<file path="src/rtl/switch_debouncer.sv">
// Two-flop synchroniser plus per-byte debouncer for the 24 board DIP switches.
// Each 8-bit group commits as a unit once its value has held for STABLE_CYCLES clocks.
module switch_debouncer #(
    parameter int unsigned STABLE_CYCLES = 20000,
    parameter int unsigned CNT_W         = $clog2(STABLE_CYCLES)
) (
    input  logic        iCpuClock,
    input  logic        iCpuReset,
    input  logic [23:0] iFpgaSwitches,
    input  logic [2:0]  iClearChanged,
    output logic [23:0] oSwitchStable,
    output logic [2:0]  oGroupChanged,
    output logic        oAnyChanged
);

    localparam int unsigned NumGroups = 3;
    localparam logic [CNT_W-1:0] CntLast = CNT_W'(STABLE_CYCLES - 1);

    logic [23:0]                      sync1_q, sync2_q;
    logic [23:0]                      stable_q, stable_d;
    logic [NumGroups-1:0][7:0]        cand_q, cand_d;
    logic [NumGroups-1:0][CNT_W-1:0]  cnt_q, cnt_d;
    logic [NumGroups-1:0]             commit;
    logic [NumGroups-1:0]             changed_q, changed_d;
    logic                             any_q;

    always_comb begin
        stable_d = stable_q;
        cand_d   = cand_q;
        cnt_d    = cnt_q;
        commit   = '0;
        for (int g = 0; g < NumGroups; g++) begin
            if (sync2_q[g*8 +: 8] == stable_q[g*8 +: 8]) begin
                // Back at the committed value: any pending count is abandoned.
                cand_d[g] = stable_q[g*8 +: 8];
                cnt_d[g]  = '0;
            end else if (sync2_q[g*8 +: 8] != cand_q[g]) begin
                cand_d[g] = sync2_q[g*8 +: 8];
                cnt_d[g]  = '0;
            end else if (cnt_q[g] != CntLast) begin
                cnt_d[g] = cnt_q[g] + 1'b1;
            end else begin
                stable_d[g*8 +: 8] = cand_q[g];
                cnt_d[g]           = '0;
                commit[g]          = 1'b1;
            end
        end
        // A commit on the same edge as a clear keeps the flag set.
        changed_d = (changed_q & ~iClearChanged) | commit;
    end

    always_ff @(posedge iCpuClock or posedge iCpuReset) begin
        if (iCpuReset) begin
            sync1_q   <= '0;
            sync2_q   <= '0;
            stable_q  <= '0;
            cand_q    <= '0;
            cnt_q     <= '0;
            changed_q <= '0;
            any_q     <= 1'b0;
        end else begin
            sync1_q   <= iFpgaSwitches;
            sync2_q   <= sync1_q;
            stable_q  <= stable_d;
            cand_q    <= cand_d;
            cnt_q     <= cnt_d;
            changed_q <= changed_d;
            any_q     <= |changed_d;
        end
    end

    assign oSwitchStable = stable_q;
    assign oGroupChanged = changed_q;
    assign oAnyChanged   = any_q;

endmodule

</file>
<file path="config.mk">
export PLATFORM = sky130hd
export DESIGN_NAME = switch_debouncer
export DESIGN_NICKNAME = d
export VERILOG_FILES = /design/src/rtl/switch_debouncer.sv
export SDC_FILE = /design/constraint.sdc
export NUM_CORES = 1
export LEC_CHECK = 0
export ABC_AREA = 1
export CAP_MARGIN = 20
export CELL_PAD_IN_SITES_DETAIL_PLACEMENT = 2
export CELL_PAD_IN_SITES_GLOBAL_PLACEMENT = 2
export CORE_ASPECT_RATIO = 1.4
export CORE_MARGIN = 3
export CORE_UTILIZATION = 31
export DETAILED_ROUTE_END_ITERATION = 8
export PLACE_DENSITY = 0.79
export SETUP_SLACK_MARGIN = 0.4
export SLEW_MARGIN = 20
export SYNTH_ARGS = -nofsm -noshare
export SYNTH_HDL_FRONTEND = slang
export SYNTH_SLANG_ARGS = --single-unit
export TNS_END_PERCENT = 20
</file>
<file path="constraint.sdc">
create_clock -name iCpuClock -period 5.23 [get_ports iCpuClock]
set_input_delay 0.7845 -clock iCpuClock [delete_from_list [all_inputs] [get_ports iCpuClock]]
set_output_delay 0.7845 -clock iCpuClock [all_outputs]
set_load 0.02 [all_outputs]
</file>
==> metrics.md <==
| Metric | Value |
|---|---|
| Synthesized area | `6330 sq um` |
| Slowest cell on the critical path | `clkdlybuf4s50_1` |
| Post-Route Setup TNS | `0 ps` |
| Hold depth | `0` |
| Leakage | `3.46 nW` |
| Yosys reg bits | `145` |
| Worst vdd ir | `0.208 mV` |
| H-Tree Depth | `4` |
| RSZ-0062 raised after global routing | `false` |
| Placed cells | `973` |
| # diodes | `0` |
| Vias in the first global route | `5488` |
| Hold Path Sink | `sync2_q[23]` |
| Area Growth Syn to Fin | `21.3%` |
| GP Congestion | `0.739` |
| Clock share of power | `0.490` |
| Setup slack, reg-to-reg | `3270 ps` |
| Share of cells above drive strength 1 | `0.105` |
| CTS Buf Count | `17` |
| First-pass GRT wire length | `27600 um` |
| GRT Max-Usage Layer | `met2` |
| Post-CTS Hold Fix Bufs | `0` |
| I/O pins | `57` |
| Post-synth ARST share | `1.00` |
| Synth cell types | `32` |
| Avg Synthesized Cell Area | `9.16 sq um` |
| Detailed Route WL | `16200 um` |
| Post-CTS setup buffer count | `0` |
| # setup viols final | `0` |
| Skew final | `8.70 ps` |
| CP max FO | `4` |
| Row count | `61` |
| Antenna Nets Post-Route | `0` |
| Required time of the critical path | `4450 ps` |
| Die width | `127 um` |
| Cts repair resizes | `0` |
| HP Class | `reg2reg` |
| DRT Pass-1 Iters | `5` |
| Clk slew on worst S/H paths | `70 ps` |
| Residual DRC | `0` |
| 1st-iter DRT viols | `85` |
| GR Layer Usage met3 | `0.0300` |
| Slew @ Worst Pin | `745 ps` |
| FMAX | `437 MHz` |
| CP peak stage delay | `640 ps` |
| Setup crit end kind | `output port` |
| GRT Overall Usage | `0.156` |
| Post-synthesis sequential area ratio | `0.573` |
| Die Span Y | `175 um` |
| Nets | `772` |
| Headroom to the max-slew limit | `0.504` |
| Hold Crit Start | `sync1_q[23]` |
| GRT overflow | `0` |
| Yosys warning count | `0` |
| Worst path cell trace | `clkdlybuf4s50_1` |
| Met2 Use GR | `0.291` |
| Critical path class | `reg2out` |
| Main synth FF type | `dfrtp_1` |
| Filler instances | `2236` |
| Minimum clock period | `2290 ps` |
| Initial Util | `0.317` |
| Worst reg2reg startpoint | `cnt_q[30]` |
| Clk sinks | `145` |
| Via density | `4.65` |
| Hold Vio Cnt, Final | `0` |
| Sequential cell area | `3630 sq um` |
| Top delay family on crit path | `buffers and inverters` |
| Met1 usage | `0.178` |
| Post-route clock period utilization | `0.437` |
| Core area | `20000 sq um` |
| Logic pwr share | `0.037` |
| Die area | `22200 sq um` |
| Switch Pwr | `0.609 mW` |
| Non-Filler Instances | `1005` |
| Number of synthesized flops with an enable pin | `0` |
| Pwr per Cell Area | `323 nW/um^2` |
| Max-cap violations | `0` |
| Final Max Tran Viols | `0` |
| Buffers on Ports | `56` |
| Switching Share | `0.246` |
| Seq pwr share | `0.473` |
| Pin count of the biggest net entering global routing | `83` |
| Routed WL per cell | `16.1 um` |
| Synthesized instance count | `691` |
| Clk root buf | `clkbuf_16` |
| P_int | `1.87 mW` |
| Worst-skew pair later-pin latency | `420 ps` |
| Outcome | `completed` |
| Critical path launch point type | `register` |
| Antenna violations before repair | `0` |
| Max clock buf depth | `2` |
| Via count | `4677` |
| Multi-input gate area | `2220 sq um` |
| Crit path arrival time | `1500 ps` |
| Syn_nets | `723` |
| Post-DP HPWL | `11800 um` |
| TritonCTS clock tree | `done` |
| Worst path bufs/invs | `1` |
| Reg2reg end | `oSwitchStable[19]` |
| Cell count of the worst reg-to-reg path | `9` |
-- per-layer routing --
layer / routed length (um) / vias to the layer above / part of all wire
met5: 0 / - / 0
met4: 232 / 0 / 0.014
met3: 379 / 19 / 0.023
met2: 9050 / 58 / 0.56
met1: 6540 / 2410 / 0.40
li1: - / 2190 / -
-- worst max path at each step --
stage / depth (start not counted) / to / from
after global routing: 1 / oSwitchStable[8] / oSwitchStable[8]
final: 1 / oSwitchStable[8] / oSwitchStable[8]
after floorplan: 1 / cand_q[0] / iCpuReset
after detailed placement: 3 / sync1_q[6] / iCpuReset
after CTS: 1 / oSwitchStable[8] / oSwitchStable[8]
after global placement: 3 / oSwitchStable[3] / iCpuReset
-- sequential cells by signal, summed over array words and instances, names as in the netlist --
signal / count
sync1_q: 24
oAnyChanged: 1
cand_q: 24
oGroupChanged: 3
oSwitchStable: 24
cnt_q: 45
sync2_q: 24
-- synthesized netlist by cell type (2+ instances only) --
cell,number,area share
nand3b_4,2,0.0063
inv_1,92,0.055
nand3_1,18,0.014
a21oi_1,7,0.0055
nand2_1,167,0.099
nand4_1,6,0.0059
nor2_2,10,0.0099
xnor2_1,27,0.037
buf_6,3,0.0053
nand3_2,3,0.0047
ha_1,3,0.0059
clkbuf_1,23,0.014
nor2_1,93,0.055
nor3_1,20,0.016
nand2_2,4,0.0040
dfrtp_1,145,0.57
inv_2,2,0.0012
nor4_1,4,0.0040
xor2_1,22,0.030
nor2_4,4,0.0071
nor3_2,17,0.027
nand3b_1,2,0.0024
o21ai_0,8,0.0063
-- placed cells by master, fill, tap and decap left out, types with 5 or more instances in the layout --
cell type / Yosys / final
inv_8: 0 / 5
inv_1: 92 / 91
a21oi_1: 7 / 7
nor2_1: 93 / 93
dfrtp_1: 145 / 145
nor2_2: 10 / 10
clkbuf_16: 0 / 17
xor2_1: 22 / 22
nand4_1: 6 / 6
xnor2_1: 27 / 27
nor3_2: 17 / 17
nand2_1: 167 / 167
o21ai_0: 8 / 8
nand3_1: 18 / 18
inv_6: 0 / 7
nor3_1: 20 / 20
clkdlybuf4s50_1: 0 / 56
-- kinds of logic after synthesis --
logic type	share of synthesized area
AOI/OAI and AO/OA	0.0160
xor gates and xnor gates	0.0678
adders and majority gates	0.00593
buffers and inverters	0.0767
DFF	0.573
and+or+nand+nor	0.260
-- area by class of cell --
class / count / share of cell area
sequential: 145 / 0.472
multi-input combinational: 424 / 0.289
timing repair buffer: 58 / 0.0749
clock buffer: 17 / 0.0554
inverter: 94 / 0.0466
tap: 252 / 0.0411
clock inverter: 15 / 0.0209
-- per-stage QoR --
step	util	setup WS [ps]	area, sq um	hold WS, ps	power, mW
global route	0.384	2890	7680	355	2.59
finish	0.384	2940	7680	348	2.48
floorplan	-	551	6330	331	1.25
global placement	0.355	2910	7090	332	1.28
CTS	0.384	2900	7680	351	2.53
detailed placement	0.355	2830	7090	336	1.29
-- power groups by stage --
stage / sequential [mW] / clock (mW) / combinational [mW]
finish: 1.17 / 1.21 / 0.0920
global route: 1.18 / 1.31 / 0.106
CTS: 1.17 / 1.26 / 0.0960
detailed placement: 1.19 / 0 / 0.0950
global placement: 1.19 / 0 / 0.0889
floorplan: 1.19 / 0 / 0.0593
No activity file was read; power rests on OpenSTA's default activity.
